$ cat src/rtl/shifter32_pkg.sv
// Shared constants and shift-kind enumeration for the shifter32 barrel shifter.
package shifter32_pkg;

    localparam int WIDTH = 32;
    localparam int SW    = $clog2(WIDTH);

    typedef enum logic [2:0] {
        SH_LL,
        SH_RL,
        SH_RA,
        SH_ROTL,
        SH_ROTR
    } shift_kind_e;

endpackage

$ cat src/rtl/shifter32_stage.sv
// One log-shifter layer: shifts by 2^K when en is set, otherwise passes d through.
module shifter32_stage
    import shifter32_pkg::*;
#(
    parameter int          WIDTH = 32,
    parameter int          K     = 0,
    parameter shift_kind_e KIND  = SH_LL
) (
    input  logic [WIDTH-1:0] d,
    input  logic             en,
    input  logic             fill,
    output logic [WIDTH-1:0] q
);

    localparam int N = 1 << K;

    logic [WIDTH-1:0] sh;

    // fill carries the original operand MSB so every arithmetic stage sign-extends from it
    always_comb begin
        sh = d;
        case (KIND)
            SH_LL:   sh = {d[WIDTH-N-1:0], {N{1'b0}}};
            SH_RL:   sh = {{N{1'b0}}, d[WIDTH-1:N]};
            SH_RA:   sh = {{N{fill}}, d[WIDTH-1:N]};
            SH_ROTL: sh = {d[WIDTH-N-1:0], d[WIDTH-1:WIDTH-N]};
            SH_ROTR: sh = {d[N-1:0], d[WIDTH-1:N]};
            default: sh = d;
        endcase
    end

    assign q = en ? sh : d;

endmodule

$ cat src/rtl/shifter32.sv
// Barrel shifter: LL/RL/RA in parallel, combinational plus a registered copy with valid.
// Define SHIFTER32_ROTATE_EN to add rotate-left/right outputs.
module shifter32
    import shifter32_pkg::*;
#(
    parameter  int WIDTH = shifter32_pkg::WIDTH,
    localparam int SW    = $clog2(WIDTH)
) (
    input  logic             clk,
    input  logic             rst_n,
    input  logic [WIDTH-1:0] a,
    input  logic [SW-1:0]    s,
    input  logic             in_valid,
    output logic [WIDTH-1:0] y_ll,
    output logic [WIDTH-1:0] y_rl,
    output logic [WIDTH-1:0] y_ra,
    output logic [WIDTH-1:0] q_ll,
    output logic [WIDTH-1:0] q_rl,
    output logic [WIDTH-1:0] q_ra,
`ifdef SHIFTER32_ROTATE_EN
    output logic [WIDTH-1:0] y_rotl,
    output logic [WIDTH-1:0] y_rotr,
    output logic [WIDTH-1:0] q_rotl,
    output logic [WIDTH-1:0] q_rotr,
`endif
    output logic             out_valid
);

`ifdef SHIFTER32_ROTATE_EN
    localparam int NK = 5;
`else
    localparam int NK = 3;
`endif

    logic [NK-1:0][WIDTH-1:0] res;
    logic [NK-1:0][WIDTH-1:0] res_q;
    logic                     vld_q;

    // Each kind gets its own SW-deep chain; stage k feeds stage k+1 by hierarchical name
    for (genvar j = 0; j < NK; j++) begin : g_kind
        for (genvar k = 0; k < SW; k++) begin : g_stage
            logic [WIDTH-1:0] d;
            logic [WIDTH-1:0] q;
            if (k == 0) begin : g_first
                assign d = a;
            end else begin : g_next
                assign d = g_stage[k-1].q;
            end
            shifter32_stage #(
                .WIDTH (WIDTH),
                .K     (k),
                .KIND  (shift_kind_e'(j))
            ) u_stage (
                .d    (d),
                .en   (s[k]),
                .fill (a[WIDTH-1]),
                .q    (q)
            );
        end
        assign res[j] = g_stage[SW-1].q;
    end

    always_ff @(posedge clk or negedge rst_n) begin
        if (!rst_n) begin
            res_q <= '0;
            vld_q <= 1'b0;
        end else begin
            vld_q <= in_valid;
            if (in_valid) res_q <= res;
        end
    end

    assign y_ll      = res[SH_LL];
    assign y_rl      = res[SH_RL];
    assign y_ra      = res[SH_RA];
    assign q_ll      = res_q[SH_LL];
    assign q_rl      = res_q[SH_RL];
    assign q_ra      = res_q[SH_RA];
    assign out_valid = vld_q;
`ifdef SHIFTER32_ROTATE_EN
    assign y_rotl    = res[SH_ROTL];
    assign y_rotr    = res[SH_ROTR];
    assign q_rotl    = res_q[SH_ROTL];
    assign q_rotr    = res_q[SH_ROTR];
`endif

endmodule

$ cat config.mk
export PLATFORM = sky130hd
export DESIGN_NAME = shifter32
export DESIGN_NICKNAME = d
export VERILOG_FILES = /design/src/rtl/shifter32_pkg.sv /design/src/rtl/shifter32_stage.sv /design/src/rtl/shifter32.sv
export SDC_FILE = /design/constraint.sdc
export NUM_CORES = 1
export LEC_CHECK = 0
export BUFFER_PORTS_ARGS = -buffer_cell sky130_fd_sc_hd__buf_2
export CAP_MARGIN = 20
export CORE_ASPECT_RATIO = 0.9
export CORE_MARGIN = 4
export CORE_UTILIZATION = 45
export DETAILED_ROUTE_END_ITERATION = 8
export HOLD_SLACK_MARGIN = 0.15
export PLACE_DENSITY_LB_ADDON = 0.05
export SLEW_MARGIN = 10
export SYNTH_ARGS = -nofsm -noshare
export SYNTH_HDL_FRONTEND = slang
export SYNTH_SLANG_ARGS = --single-unit
$ cat constraint.sdc
create_clock -name clk -period 8.09 [get_ports clk]
set_input_delay 1.618 -clock clk [delete_from_list [all_inputs] [get_ports clk]]
set_output_delay 1.618 -clock clk [all_outputs]
set_load 0.01 [all_outputs]
==> results.toml <==
[run_status]
status = "complete, no violations"

[global_routing]
antenna_found_initial = 0
grt.total_usage_pct = 31.0
grt_pass1_wl_um = 52100
use_met1_pct = 43.8
grt_max_degree = 68
grt_pass1_vias = 8011
grt-ovfl-total = 0
met3_usage_pct = 9.82
grt.busiest_layer = "met2"
use_met2_pct = 46.8

[placement]
io_buffer_count = 232
place_congestion = 1.00
place_hpwl_um = 24900

[worst_hold_path]
hold_path.class = "reg -> reg"

[power_and_ir_drop]
peakVddDrop_mv = 0.107
pwr_density_cell_nw_per_um2 = 165
p_leak_nw = 4.64

[final_layout]
regArea_um2 = 2400
fillCellCount = 1797
fin_nets = 1047
drive_above_1_share_pct = 42.0
area_delta_synth_final_pct = 14.8
multi_input_area_um2 = 5790
num_antenna_cells = 0
final_core_util_pct = 52.6

[floorplanning]
rows = 48
dieArea_um2 = 21900
ios = 233
die_h_um = 141
initial_utilization_pct = 45.8
die_w_um = 155
core_region_area_um2 = 19200

[clock_network]
cts_buffers = 9
cts-hold-fix-buffers = 0
clk_pin_slew_ns = 0.07
cts_tree = "yes"
cts_buffer_depth = 2
insertion_delay_ns = 0.35
root_buffer = "clkbuf_16"
htree_num_levels = 3
cts.repair.resized = 0
post_cts.repair.setup_buffers = 0
clock-sinks = 96

[worst_setup_path]
startpoint_type = "primary input"
cp_max_fo = 53
cpMostUsedCell = "buf_4"
critical_path_class = "in -> out"
cpMaxStageDelayCell = "mux4_2"
worstPathRequired_ns = 6.47
path_cells = "buf_4 > buf_4 > mux4_2 > mux2i_1 > or2b_1 > a21boi_0 > nor2_1 > buf_2"
critPathArrivalTime_ns = 4.44
end_kind = "output port"
reg2reg_slack_ns = 7.30
slowest_delay_ns = 0.57

[timing]
worst_pin_slew_ns = 1.03
fin_crit_ns = 6.06
hold_viol_final = 0
setup_viol = 0
max_freq_mhz = 165
holdWs_ns = 0.487
finalCritPeriodShare_pct = 74.9
max_slew_margin_pct = 31.1
drv_slew = 0
finalSetupTns_ns = 0
fin_skew_ns = 0
rsz0062_at_grt = "no"

[synth]
synth_area_um2 = 8800
ys_async_sr_fraction_pct = 100
ys_warn_count = 0
synth_edf_count = 0
synth_seq_cells = 96
synth.yosys.seq_area_share_pct = 27.3
syn_nets = 895
syn_avg_cell_area_um2 = 10.3
synth_ff_type = "dfrtp_1"
ys_types = 68
syn_inst = 855

[drt]
vias = 8363
routed_wl_um = 34500
detail-route-antenna-nets = 0
drtIter0Drc = 1062
drc_errors = 0
wl_per_cell_um = 27.3
avgViaCountPerCell = 6.63
dr.pass1.iters = 7

[job]
max-cap-violations = 0
area by class of cell:
type | instances | area share, %
clock buffer | 9 | 2.23
clock inverter | 7 | 0.582
inverter | 8 | 0.297
multi-input combinational | 646 | 57.3
sequential | 96 | 23.8
tap | 250 | 3.10
timing repair buffer | 246 | 12.8
report_power, final:
group	internal [W]	switching [W]
combinational	0.000275	0.000406
sequential	0.000541	0.0000306
clock	0.000214	0.000202
total	0.00103	0.000639
sequential cells by signal (all words and copies together) (netlist names):
| name | cells |
|---|---|
| out_valid | 1 |
| q_ll | 32 |
| q_ra | 31 |
| q_rl | 32 |
metal layers:
layer	up-vias	part of all wire [%]
met1	4121	40
met5	-	0.19
met3	59	13
met4	2	2.4
met2	624	45
li1	3557	-
synth_stat cells, types with 3 or more instances:
library cell  instances  share of area [%]
a32oi_1               3               0.30
nor2_1              103                4.4
mux2_2               82                 10
a41oi_1               3               0.30
a31oi_1              20                1.4
o22a_1                6               0.60
a311oi_1              3               0.30
o32a_1                3               0.34
buf_2                19                1.1
o21ai_0              17               0.97
buf_1                 6               0.26
o2bb2ai_1            13                1.3
dfrtp_1              96                 27
nor2b_1               8               0.57
buf_4                22                1.9
a22oi_1               3               0.26
mux4_1               12                3.6
mux2i_1              69                7.8
nand2b_1             17                1.2
o211ai_1             10               0.85
a32o_1                4               0.46
nor3_1                4               0.23
a211o_1               3               0.30
o22ai_1              10               0.71
a21oi_1              28                1.6
o32ai_1               5               0.50
and3_1                5               0.36
mux4_2               67                 17
nand2_1              69                2.9
buf_6                 7               0.90
a21o_1                6               0.51
clkbuf_1             49                2.1
inv_1                 5               0.21
and2_1                9               0.64
a211oi_1             11               0.94
nand3_1              14               0.80
worst max-delay path, delay by kind of cell:
family | cells | cell delay [ns]
buffers and inverters | 3 | 1.17
multiplexers | 2 | 0.96
AO/OA/AOI/OAI | 1 | 0.34
AND/OR/NAND/NOR | 2 | 0.34
logic make-up after synthesis:
kind of cell,count (synthesis),share of synthesized area (%)
AND/OR/NAND/NOR,244,12.4
multiplexers,233,39.7
AO/OA/AOI/OAI,169,13.7
flip-flops,96,27.3
buffers and inverters,113,6.94
worst paths after layout:
| kind | endpoint | from | cells past startpoint |
|---|---|---|---|
| hold reg to reg | q_rl[21] | q_rl[21] | 1 |
| setup reg to reg | q_rl[10] | q_rl[10] | 2 |
| min in group asynchronous | q_ra[8] | rst_n | 1 |
| max in group asynchronous | q_ra[4] | rst_n | 2 |
| hold / removal | q_rl[21] | q_rl[21] | 1 |
| setup / recovery | y_rl[21] | s[1] | 8 |
layout by cell type (no fill, tap or decap), types with 20 or more instances in the layout:
| master | count |
|---|---|
| buf_2 | 228 |
| a31oi_1 | 20 |
| mux2_2 | 82 |
| mux4_2 | 67 |
| dfrtp_1 | 96 |
| a21oi_1 | 28 |
| mux2i_1 | 69 |
| nor2_1 | 103 |
| nand2_1 | 69 |
metrics by stage:
| step | area [um^2] | total power [W] | setup WS [ns] | instances |
|---|---|---|---|---|
| CTS | 10100 | 0.00167 | 2.10 | 1262 |
| floorplan | 8800 | 0.000997 | 3.20 | 855 |
| global route | 10100 | 0.00175 | 1.88 | 1262 |
| finish | 10100 | 0.00167 | 2.03 | 1262 |
| detailed placement | 9820 | 0.00125 | 2.09 | 1246 |
| global placement | 9820 | 0.00125 | 2.13 | 1246 |
No activity file was read; power rests on OpenSTA's default activity.
